===== src/rtl/uart_rx_fifo_pkg.sv =====
// Register map, bit positions and field widths shared by the UART receive buffer.
package uart_rx_fifo_pkg;

  typedef enum logic [1:0] {
    REG_DATA   = 2'd0,
    REG_STATUS = 2'd1,
    REG_CTRL   = 2'd2,
    REG_RSVD   = 2'd3
  } reg_e;

  localparam int DATA_VALID_BIT = 8;

  localparam int STAT_EMPTY   = 0;
  localparam int STAT_FULL    = 1;
  localparam int STAT_OVERRUN = 2;
  localparam int STAT_CNT_LSB = 8;

  localparam int CTRL_IRQ_EN  = 0;
  localparam int CTRL_FLUSH   = 1;
  localparam int CTRL_THR_LSB = 8;

  localparam int BYTE_W = 8;
  localparam int CNT_W  = 8;
  localparam int THR_W  = 8;

endpackage


===== src/rtl/sync_fifo.sv =====
// Single-clock FIFO; a push into a full FIFO succeeds when a pop happens on the same edge.
module sync_fifo #(
  parameter int DEPTH = 16,
  parameter int WIDTH = 8,
  parameter int AW    = $clog2(DEPTH)
) (
  input  logic             clk,
  input  logic             rst,
  input  logic             push,
  input  logic             pop,
  input  logic             flush,
  input  logic [WIDTH-1:0] wr_data,
  output logic [WIDTH-1:0] rd_data,
  output logic [AW:0]      count,
  output logic             full,
  output logic             empty
);

  logic [WIDTH-1:0] mem [DEPTH];
  logic [AW-1:0]    wr_ptr;
  logic [AW-1:0]    rd_ptr;
  logic             do_push;
  logic             do_pop;

  assign full    = (count == (AW+1)'(DEPTH));
  assign empty   = (count == '0);
  assign do_pop  = pop & ~empty;
  assign do_push = push & (~full | do_pop);
  assign rd_data = mem[rd_ptr];

  // rst is active-low; flush discards contents and any same-edge push
  always_ff @(posedge clk) begin
    if (!rst) begin
      wr_ptr <= '0;
      rd_ptr <= '0;
      count  <= '0;
    end else if (flush) begin
      wr_ptr <= '0;
      rd_ptr <= '0;
      count  <= '0;
    end else begin
      if (do_push) wr_ptr <= wr_ptr + 1'b1;
      if (do_pop)  rd_ptr <= rd_ptr + 1'b1;
      count <= count + (AW+1)'(do_push) - (AW+1)'(do_pop);
    end
  end

  always_ff @(posedge clk) begin
    if (rst && !flush && do_push) mem[wr_ptr] <= wr_data;
  end

endmodule


===== src/rtl/uart_rx_fifo_wb.sv =====
// Wishbone register front-end for the UART receive FIFO: DATA/STATUS/CTRL, overrun and irq.
module uart_rx_fifo_wb
  import uart_rx_fifo_pkg::*;
#(
  parameter int DEPTH = 16,
  parameter int AW    = $clog2(DEPTH)
) (
  input  logic        wb_clk_i,
  input  logic        wb_rst_i,
  input  logic        wb_cyc_i,
  input  logic        wb_stb_i,
  input  logic        wb_we_i,
  input  logic [31:0] wb_adr_i,
  input  logic [31:0] wb_dat_i,
  input  logic [3:0]  wb_sel_i,
  output logic        wb_stall_o,
  output logic        wb_ack_o,
  output logic [31:0] wb_dat_o,
  output logic        wb_err_o,
  input  logic [7:0]  rx_byte_i,
  input  logic        rx_valid_i,
  output logic        irq_o
);

  // Handshake: a request is taken on any edge with cyc & stb & ~ack; ack and read
  // data follow for exactly one cycle, and all side effects happen at the taking edge.
  logic             req;
  reg_e             reg_sel;
  logic [7:0]       head_byte;
  logic [AW:0]      count;
  logic             full;
  logic             empty;
  logic             overrun;
  logic             irq_en;
  logic [THR_W-1:0] threshold;
  logic             pop;
  logic             flush;
  logic             w1c;
  logic             ovr_set;
  logic             ctrl_wr;
  logic [8:0]       thr_eff;
  logic [31:0]      rd_word;
  logic             unused_ok;

  assign wb_stall_o = 1'b0;
  assign wb_err_o   = 1'b0;

  assign req     = wb_cyc_i & wb_stb_i & ~wb_ack_o;
  assign reg_sel = reg_e'(wb_adr_i[3:2]);
  assign pop     = req & ~wb_we_i & (reg_sel == REG_DATA) & ~empty;
  assign ctrl_wr = req & wb_we_i & (reg_sel == REG_CTRL);
  assign flush   = ctrl_wr & wb_sel_i[0] & wb_dat_i[CTRL_FLUSH];
  assign w1c     = req & wb_we_i & (reg_sel == REG_STATUS) & wb_sel_i[0] & wb_dat_i[STAT_OVERRUN];
  // A full FIFO still accepts a byte when the CPU pops on the same edge
  assign ovr_set = rx_valid_i & full & ~pop & ~flush;
  assign thr_eff = (threshold == '0) ? 9'd1 : {1'b0, threshold};

  assign unused_ok = ^{wb_adr_i[31:4], wb_adr_i[1:0], wb_dat_i[31:16],
                       wb_dat_i[7:3], wb_sel_i[3:2]};

  sync_fifo #(.DEPTH(DEPTH), .WIDTH(BYTE_W)) u_fifo (
    .clk     (wb_clk_i),
    .rst     (wb_rst_i),
    .push    (rx_valid_i),
    .pop     (pop),
    .flush   (flush),
    .wr_data (rx_byte_i),
    .rd_data (head_byte),
    .count   (count),
    .full    (full),
    .empty   (empty)
  );

  always_comb begin
    rd_word = '0;
    if (!wb_we_i) begin
      case (reg_sel)
        REG_DATA: if (!empty) rd_word = {23'b0, 1'b1, head_byte};
        REG_STATUS: begin
          rd_word[STAT_CNT_LSB +: CNT_W] = CNT_W'(count);
          rd_word[STAT_OVERRUN]          = overrun;
          rd_word[STAT_FULL]             = full;
          rd_word[STAT_EMPTY]            = empty;
        end
        REG_CTRL: begin
          rd_word[CTRL_THR_LSB +: THR_W] = threshold;
          rd_word[CTRL_IRQ_EN]           = irq_en;
        end
        default: rd_word = '0;
      endcase
    end
  end

  always_ff @(posedge wb_clk_i) begin
    if (!wb_rst_i) begin
      wb_ack_o  <= 1'b0;
      wb_dat_o  <= '0;
      irq_o     <= 1'b0;
      overrun   <= 1'b0;
      irq_en    <= 1'b0;
      threshold <= '0;
    end else begin
      wb_ack_o <= req;
      wb_dat_o <= req ? rd_word : '0;
      irq_o    <= irq_en & ((9'(count) >= thr_eff) | overrun);
      if (ovr_set)  overrun <= 1'b1;
      else if (w1c) overrun <= 1'b0;
      if (ctrl_wr && wb_sel_i[0]) irq_en    <= wb_dat_i[CTRL_IRQ_EN];
      if (ctrl_wr && wb_sel_i[1]) threshold <= wb_dat_i[CTRL_THR_LSB +: THR_W];
    end
  end

endmodule

===== config.mk =====
export PLATFORM = sky130hd
export DESIGN_NAME = uart_rx_fifo_wb
export DESIGN_NICKNAME = d
export VERILOG_FILES = /design/src/rtl/uart_rx_fifo_pkg.sv /design/src/rtl/sync_fifo.sv /design/src/rtl/uart_rx_fifo_wb.sv
export SDC_FILE = /design/constraint.sdc
export NUM_CORES = 1
export LEC_CHECK = 0
export CAP_MARGIN = 30
export CORE_MARGIN = 4
export CORE_UTILIZATION = 45
export DETAILED_ROUTE_END_ITERATION = 10
export GPL_ROUTABILITY_DRIVEN = 1
export GPL_TIMING_DRIVEN = 0
export PLACE_DENSITY = 0.76
export SETUP_SLACK_MARGIN = 0.05
export SLEW_MARGIN = 20
export SYNTH_ARGS = -nofsm -noshare
export SYNTH_HDL_FRONTEND = slang
export SYNTH_SLANG_ARGS = --single-unit
export TNS_END_PERCENT = 5

===== constraint.sdc =====
create_clock -name wb_clk_i -period 3.1 [get_ports wb_clk_i]
set_input_delay 0.62 -clock wb_clk_i [delete_from_list [all_inputs] [get_ports wb_clk_i]]
set_output_delay 0.62 -clock wb_clk_i [all_outputs]
set_load 0.01 [all_outputs]

==> results_dict.tcl, run 1 <==
set metrics [dict create \
    rsz0062_at_grt "true" \
    worstMarginPinSlew_ps 953.3 \
    fin_ws_ps 130.0 \
    drtAntennaViolNets 0 \
    antenna_cells 0 \
    cts_resized 1 \
    die_y_um 133.4 \
    outcome "finished clean" \
    yosysWarningCount 0 \
    clock_sinks 173 \
    p_leak_nw 2.879 \
    required_ps 3150 \
    num_vias 4057 \
    fin_cells 768 \
    crit_family "simple AND/OR/NAND/NOR gates" \
    synthArstFlopShare 0 \
    grt_pass1_wl_mm 23.40 \
    clk_path_buf_depth 2 \
    gp_congestion 0.7852 \
    vdd_ir_drop_max_mv 0.4680 \
    synth.distinct_cells 50 \
    rows 45 \
    maxCapViolations 0 \
    cts_tree "done" \
    crit_arrival_ps 3020 \
    hold_viol_final 0 \
    period_needed_ps 2970 \
    slowest_delay_ps 820 \
    cts_inserted_buffers 17 \
    nNetsFinal 643 \
    cp-end-kind "flip-flop" \
    path_clk_slew_ps 60 \
    yosysSeqAreaShare 0.6707 \
    synth.ff_latch_count 173 \
    drt-initial-drc-count 362 \
    syn_avg_cell_area_um2 15.48 \
    core_um2 15310 \
    port_buffers 46 \
    ys.flop_type "edfxtp_1" \
    power_density_nw_per_um2 621.6 \
    cp_max_fo 10 \
    tns_ps 0 \
    area_growth_pct 20.34 \
    place_ws_ps -278.9 \
    wl_mm 14.70 \
    avgRoutedWirePerCell_um 19.14 \
    start_util 0.4619 \
    gr-usage-all-layers 0.1736 \
    final-setup-viol-count 0 \
    timing.fmax_mhz 336.7 \
    clock-skew-final_ps 7.400 \
    fin_crit_sh 0.9581 \
    post-place-cells 735 \
    grt_pass1_vias 4256 \
    path_class "input pin to flip-flop" \
    clock_latency_ps 430 \
    path_cells "clkdlybuf4s50_1, inv_1, clkbuf_1, a41oi_1, nand4_1, nor2_1" \
    io_pins 118 \
    vias_per_cell 5.283 \
    die_area_um2 17790 \
    ctsHtreeMaxLevel 4 \
    antenna_found_initial 0 \
    grt_overflow_total 0 \
    drc_errors 0 \
    dp_hpwl_mm 10.24 \
    grt_max_degree 17 \
    drtPass1Iterations 5 \
    hp-class "flip-flop to flip-flop" \
    final_layout_size_suffix_gt1_frac 0.1939 \
    cts.hold.buffers_added 0 \
    syn_area_um2 7074 \
    cp_slowest_cell "nor2_1" \
    slew_headroom 0.3621 \
    start_kind "input pin" \
    synth_edf_count 128 \
    cts-root-buf "clkbuf_16" \
    fin_area_um2 8513 \
    n_fill_cell 1177 \
    slew_violations 0 \
    post_cts_buffers 0 \
    die_x_um 133.4 \
    synthCells 457 \
    dpl_cell_area_um2 7913 \
    crit_buf_inv 3 \
]
## layer usage
metal / track usage / routed length, µm / vias to the layer above
met2: 0.2929 / 7627 / 153
met5: 0 / 0 / -
met3: 0.03776 / 829 / 31
met1: 0.2162 / 5824 / 2004
met4: 0.07714 / 417 / 0
li1: - / - / 1869
## power breakdown
| part | total [mW] | leakage [nW] | switching, mW | internal, mW |
|---|---|---|---|---|
| Combinational | 0.609 | 1.07 | 0.323 | 0.285 |
| Clock | 2.08 | 0.296 | 0.822 | 1.26 |
| Sequential | 2.61 | 1.52 | 0.0551 | 2.55 |
## synthesized netlist by cell type (2+ instances only)
cell      number  area (µm²)
a211oi_1      11       82.58
a21o_1         2       15.01
a21oi_1       18       90.09
a22oi_1        5       37.54
and2_1        11       68.82
and3_1         3       18.77
buf_2         11       55.05
buf_4         19       142.6
clkbuf_1       5       18.77
dfxtp_1       45       900.9
edfxtp_1     128        3844
ha_1          16       200.2
inv_1         17       63.81
mux2_2         3       33.78
mux2i_1       12       120.1
mux4_2        30       675.7
nand2_1       27       101.4
nand3_1        8       40.04
nand4_1        4       25.02
nor2_1        31       116.4
nor2b_1        8       50.05
nor4_1         4       25.02
o21ai_0        3       15.01
o22ai_1        2       12.51
or3_1          2       12.51
xnor2_1        5       43.79
xor2_1         4       35.03
## worst paths after layout
kind                              start                           to  slack (ps)  depth (start not counted)
min reg2reg         irq_en$_SDFFE_PN0P_             irq_o$_SDFF_PN0_         470                          2
min                 irq_en$_SDFFE_PN0P_             irq_o$_SDFF_PN0_         470                          2
max reg2reg  u_fifo.count[2]$_SDFF_PP0_   u_fifo.count[4]$_SDFF_PP0_         300                         13
max                            wb_rst_i  u_fifo.mem[13][5]$_DFFE_PP_         130                          6
## through the flow
| stage | hold WS [ps] | power (mW) | utilization |
|---|---|---|---|
| 4_1_cts | 467.7 | 5.307 | 0.5554 |
| 6_report | 473.7 | 5.292 | 0.5559 |
| 3_3_place_gp | 443.5 | 3.228 | 0.5134 |
| 3_5_place_dp | 452.2 | 3.254 | 0.5167 |
| 2_1_floorplan | 425.1 | 3.070 | - |
| 5_1_grt | 506.5 | 5.498 | 0.5559 |
## layout make-up
cell class,count,area [µm²],area share
Sequential cell,173,4745,0.5573
Multi-Input combinational cell,248,2141,0.2515
Clock buffer,26,530.5,0.06232
Timing Repair Buffer,51,493.0,0.05791
Tap cell,211,264.0,0.03101
Buffer,36,220.2,0.02587
Inverter,17,63.81,0.007496
Clock inverter,6,56.30,0.006614
## sequential cells by signal, indices dropped and copies added, names as in the netlist, named ones only
signal         count
u_fifo.mem       128
wb_dat_o          16
threshold          8
u_fifo.count       5
u_fifo.rd_ptr      4
u_fifo.wr_ptr      4
irq_en             1
irq_o              1
overrun            1
wb_ack_o           1
## worst min-delay path: cells and delay by family (launching register included)
kind / cells / cell delay (ps)
flops: 1 / 330
compound gates: 1 / 40
simple gates: 1 / 60
## cells in the final DEF, fill, tap and decap left out, types with 3 or more instances in the layout
cell and count:
a21oi_1 18, dfxtp_1 45, mux4_2 30, mux2_2 3, xor2_1 4, buf_4 22
clkbuf_1 8, clkbuf_16 18, nor2b_1 8, nand2_1 27, nor2_1 31, clkbuf_8 5
xnor2_1 5, inv_1 17, nand3_1 8, a211oi_1 11, o21ai_0 3, ha_1 16
buf_2 13, mux2i_1 12, nand4_1 4, clkdlybuf4s50_1 46, and3_1 3, clkinv_2 4
nor4_2 5, and2_1 11, conb_1 18, a22oi_1 5, edfxtp_1 128
## kinds of logic (layout without fill, tap and decap cells)
group	count (synthesis)	count (layout)	share of synthesized area
DFF	173	173	0.6707
AOI/OAI and AO/OA	51	51	0.05059
xor gates and xnor gates	9	9	0.01114
muxes	45	45	0.1173
adders and majority gates	17	17	0.03113
other	1	18	0.0005301
buffers and inverters	53	136	0.04015
and+or+nand+nor	108	108	0.07853
Power figures use the tool's default switching activity.
==> run 2: changes to the inputs <==
--- a/config.mk
+++ b/config.mk
@@ -7,11 +7,11 @@
 export LEC_CHECK = 0
 export CAP_MARGIN = 30
 export CORE_MARGIN = 4
-export CORE_UTILIZATION = 45
+export CORE_UTILIZATION = 53
 export DETAILED_ROUTE_END_ITERATION = 10
 export GPL_ROUTABILITY_DRIVEN = 1
 export GPL_TIMING_DRIVEN = 0
-export PLACE_DENSITY = 0.76
+export PLACE_DENSITY = 0.87
 export SETUP_SLACK_MARGIN = 0.05
 export SLEW_MARGIN = 20
 export SYNTH_ARGS = -nofsm -noshare
==> run 2 against run 1 <==
Clock skew is 2.0 ps higher; cell count decreased by 4.9%; first-iteration DRC count increased by 16%; cell area fell by 0.79%; sequential cell count unchanged; power shrank 0.93%; clock power down 5%; register-to-register slack got worse by 60 ps; sequential power about the same; combinational power rose by 6.7%; critical path type unchanged; highest routed layer unchanged.
==> results_dict.tcl, run 2 (synthesis gave the netlist of run 1 again) <==
set metrics [dict create \
    outcome "finished clean" \
    grt_overflow_total 0 \
    cts_inserted_buffers 17 \
    wl_mm 15.39 \
    largest_reg_flops 128 \
    hold_slack_ps 472.5 \
    dp_hpwl_mm 10.27 \
    slew_headroom 0.4029 \
    drtAntennaViolNets 0 \
    core_um2 12820 \
    clock_sinks 173 \
    drtPass1Iterations 5 \
    crit_arrival_ps 3000 \
    power_density_nw_per_um2 620.8 \
    vdd_ir_drop_max_mv 0.4416 \
    p_leak_nw 2.858 \
    io_pins 118 \
    area_growth_pct 19.38 \
    rrSetupSlack_ps 240 \
    hp-class "flip-flop to flip-flop" \
    cts_tree "done" \
    num_vias 4235 \
    cp_slowest_cell "and2_1" \
    worstMarginPinSlew_ps 892.4 \
    avgRoutedWirePerCell_um 21.09 \
    vias_per_cell 5.801 \
    gp_congestion 0.7989 \
    gr-usage-all-layers 0.2146 \
    regMostFlops "u_fifo.mem" \
    cp-end-kind "flip-flop" \
    clock_latency_ps 430 \
    final_layout_size_suffix_gt1_frac 0.2007 \
    die_y_um 123.5 \
    rows 41 \
    cts.hold.buffers_added 0 \
    hold_viol_final 0 \
    clk_path_buf_depth 2 \
    path_cells "clkdlybuf4s50_1, or2_4, o311ai_4, nand4_1, nor2_1, and2_1" \
    clock-skew-final_ps 9.368 \
    final-setup-viol-count 0 \
    path_class "input pin to flip-flop" \
    required_ps 3170 \
    cts-root-buf "clkbuf_16" \
    slowest_delay_ps 510 \
    ctsHtreeMaxLevel 4 \
    maxCapViolations 0 \
    start_util 0.5516 \
    rsz0062_at_grt "true" \
    mostFrequentLayoutCell "edfxtp_1" \
    cp_max_fo 8 \
    tns_ps 0 \
    nNetsFinal 644 \
    antenna_cells 0 \
    grt_pass1_wl_mm 23.69 \
    port_buffers 46 \
    period_needed_ps 2936 \
    drt-initial-drc-count 420 \
    path_clk_slew_ps 60 \
    antenna_found_initial 0 \
    die_x_um 123.5 \
    slew_violations 0 \
    drc_errors 0 \
    start_kind "input pin" \
    fin_crit_sh 0.9470 \
    final_cell_mix "128 x edfxtp_1, 46 x clkdlybuf4s50_1, 45 x dfxtp_1, 31 x nor2_1, 30 x mux4_2" \
    die_area_um2 15260 \
    timing.fmax_mhz 340.6 \
    grt_max_degree 18 \
    largest_registers "u_fifo.mem x128, wb_dat_o x16, threshold x8" \
    grt_pass1_vias 4315 \
]
[run 2: area by class of cell]
cell class              count  area (µm²)
fillers                   848        4379
clock inverters            15       130.1
clock buffers              17       425.4
repair buffers             52       500.5
flip-flops and latches    173        4745
plain buffers              36       220.2
well taps                 172       215.2
multi-input cells         248        2146
inverters                  17       63.81
[run 2: layer usage]
layer	up-vias	track usage	part of all wire	wire length, µm
met4	0	0.09343	0.025	379
met3	37	0.04117	0.077	1191
met2	225	0.3503	0.51	7902
met1	2100	0.2825	0.38	5920
met5	-	0	0	0
li1	1873	-	-	-
[run 2: timing repair]
| action | 4_1_cts | 5_1_grt |
|---|---|---|
| setup endpoints to repair | 1 | 7 |
| setup buffers | 0 | 1 |
| resized for setup | 1 | 1 |
| pin swaps | 0 | 1 |
[run 2: critical path, delay by kind of cell]
family	cells	cell delay (ps)
AND/OR/NAND/NOR	4	1450
buffers and inverters	1	500
AO/OA/AOI/OAI	1	430
[run 2: final timing paths]
| check | from | to | depth (start not counted) |
|---|---|---|---|
| worst max-delay path | wb_adr_i[2] | u_fifo.mem[4][6]$_DFFE_PP_ | 6 |
| worst min-delay path | threshold[7]$_SDFFE_PN0P_ | threshold[7]$_SDFFE_PN0P_ | 2 |
| worst max register to register | u_fifo.count[3]$_SDFF_PP0_ | u_fifo.count[4]$_SDFF_PP0_ | 13 |
| worst min register to register | threshold[7]$_SDFFE_PN0P_ | threshold[7]$_SDFFE_PN0P_ | 2 |
[run 2: power breakdown]
part	internal [mW]	leakage, nW	switching (mW)
clock network	1.05	0.267	0.931
registers	2.55	1.52	0.0620
logic	0.295	1.07	0.355
total	3.89	2.86	1.35
[run 2: stage by stage]
stage | area (µm²) | util | worst slack [ps] | total power [mW] | std cells
floorplan | 7138 | - | 394.7 | 3.070 | 474
global placement | 7814 | 0.6093 | -971.9 | 3.212 | 692
detailed placement | 7864 | 0.6132 | -252.0 | 3.255 | 696
CTS | 8426 | 0.6570 | 124.8 | 5.247 | 728
global route | 8446 | 0.6585 | 42.41 | 5.447 | 730
finish | 8446 | 0.6585 | 164.3 | 5.243 | 730
==> run 3: changes to the inputs <==
--- a/config.mk
+++ b/config.mk
@@ -12,6 +12,7 @@
 export GPL_ROUTABILITY_DRIVEN = 1
 export GPL_TIMING_DRIVEN = 0
 export PLACE_DENSITY = 0.87
+export RECOVER_POWER = 25
 export SETUP_SLACK_MARGIN = 0.05
 export SLEW_MARGIN = 20
 export SYNTH_ARGS = -nofsm -noshare
==> run 3 against run 2 <==
Clock skew shrank 0.52 ps; die area is the same; clock power is essentially flat; first-iteration DRC count shrank 1.4%; utilization is the same; worst hold slack gained 2.0 ps; non-clock buffer count is the same; register-to-register slack lost 20 ps; fmax shrank 0.38%; sequential power is essentially flat; via count grew 0.54%; critical path type unchanged; worst setup slack lost 11 ps; largest power group unchanged.
==> results_dict.tcl, run 3 (synthesis gave the netlist of run 1 again) <==
set metrics [dict create \
    tns_ps 0 \
    start_util 0.5516 \
    p_int_mw 3.893 \
    regMostFlops "u_fifo.mem" \
    timing.fmax_mhz 339.3 \
    drt-initial-drc-count 414 \
    p_leak_nw 2.860 \
    antenna_found_initial 0 \
    n_fill_cell 848 \
    vdd_ir_drop_max_mv 0.4423 \
    port_buffers 46 \
    grt_pass1_wl_mm 23.69 \
    power_density_nw_per_um2 621.2 \
    die_area_um2 15260 \
    hp-class "flip-flop to flip-flop" \
    utilization 0.6585 \
    cp_max_fo 8 \
    cts_tree "done" \
    final_cell_mix "128 x edfxtp_1, 45 x dfxtp_1, 39 x clkdlybuf4s50_1, 31 x nor2_1, 30 x mux4_2" \
    fin_crit_sh 0.9506 \
    largest_registers "u_fifo.mem x128, wb_dat_o x16, threshold x8" \
    path_class "input pin to flip-flop" \
    die_y_um 123.5 \
    cp-end-kind "flip-flop" \
    post-place-cells 696 \
    pwr-share-clk 0.379 \
    sw_frac_of_total 0.2580 \
    rsz0062_at_grt "true" \
    clock_latency_ps 430 \
    area_growth_pct 19.38 \
    crit_arrival_ps 3020 \
    mostFrequentLayoutCell "edfxtp_1" \
    core_um2 12820 \
    cts_inserted_buffers 17 \
    drc_errors 0 \
    combPwrFrac 0.124 \
    switching_power_mw 1.353 \
    worstMarginPinSlew_ps 891.4 \
    rows 41 \
    clock_sinks 173 \
    start_kind "input pin" \
    slew_headroom 0.4036 \
    grt_overflow_total 0 \
    ctsHtreeMaxLevel 4 \
    gp_congestion 0.7989 \
    drtAntennaViolNets 0 \
    clk_path_buf_depth 2 \
    outcome "finished clean" \
    seq_area_um2 4745 \
    maxCapViolations 0 \
    largest_reg_flops 128 \
    antenna_cells 0 \
    clock-skew-final_ps 8.845 \
    dp_hpwl_mm 10.27 \
    fin_area_um2 8446 \
    final-setup-viol-count 0 \
    multiInputGateArea_um2 2146 \
    grt_pass1_vias 4315 \
    fin_cells 730 \
    wl_mm 15.38 \
    nNetsFinal 644 \
    drtPass1Iterations 5 \
    avgRoutedWirePerCell_um 21.07 \
    grt_max_degree 18 \
    slew_violations 0 \
    gr-usage-all-layers 0.2146 \
    cts-root-buf "clkbuf_16" \
    io_pins 118 \
    path_clk_slew_ps 60 \
    required_ps 3170 \
    dpl_cell_area_um2 7864 \
    hold_viol_final 0 \
    num_vias 4258 \
    final_layout_size_suffix_gt1_frac 0.2007 \
    die_x_um 123.5 \
    vias_per_cell 5.833 \
    pwr-share-seq 0.498 \
    period_needed_ps 2947 \
]
[run 3: final timing paths]
path,cells past startpoint,endpoint,slack (ps),from
max reg2reg,13,u_fifo.count[4]$_SDFF_PP0_,220,u_fifo.count[3]$_SDFF_PP0_
min reg2reg,2,threshold[7]$_SDFFE_PN0P_,470,threshold[7]$_SDFFE_PN0P_
max,6,u_fifo.mem[4][6]$_DFFE_PP_,150,wb_cyc_i
min,2,threshold[7]$_SDFFE_PN0P_,470,threshold[7]$_SDFFE_PN0P_
[run 3: critical path: stages]
cell and delay (ps):
dlygate4sd3_1 560, nand3b_1 240, o311ai_4 450, nand4_1 330, nor2_1 290, and2_1 510
[run 3: layout make-up]
class / count / share of cell area
sequential: 173 / 0.5618
multi-input combinational: 248 / 0.2541
timing repair buffer: 52 / 0.05926
clock buffer: 17 / 0.05037
buffer: 36 / 0.02607
tap: 172 / 0.02548
clock inverter: 15 / 0.01541
inverter: 17 / 0.007556
[run 3: repair_timing]
| action | in CTS | in global routing |
|---|---|---|
| setup buffers | 0 | 1 |
| hold buffers | 0 | 0 |
| setup endpoints to repair | 1 | 7 |
| gates resized for setup | 1 | 1 |
| pin swaps | 0 | 1 |
[run 3: metrics by stage]
stage                     hold slack [ps]  total power, mW  setup slack, ps
after floorplan                     425.1            3.070            394.7
after global placement              457.7            3.212           -971.9
after detailed placement            462.4            3.255           -252.0
after CTS                           471.3            5.247            124.8
after global routing                503.9            5.445            32.70
final                               474.4            5.246            153.1
[run 3: power by group through the flow]
stage / combinational, mW / sequential [mW] / clock (mW)
floorplan: 0.433 / 2.64 / 0
global placement: 0.564 / 2.65 / 0
detailed placement: 0.604 / 2.65 / 0
CTS: 0.635 / 2.60 / 2.01
global route: 0.712 / 2.61 / 2.12
finish: 0.649 / 2.61 / 1.99
[run 3: layer usage]
metal | GRT usage | vias to the layer above | wire, µm
met5 | 0 | - | 0
met4 | 0.09343 | 0 | 403
li1 | - | 1870 | -
met3 | 0.04117 | 46 | 1245
met1 | 0.2825 | 2114 | 5867
met2 | 0.3503 | 228 | 7862
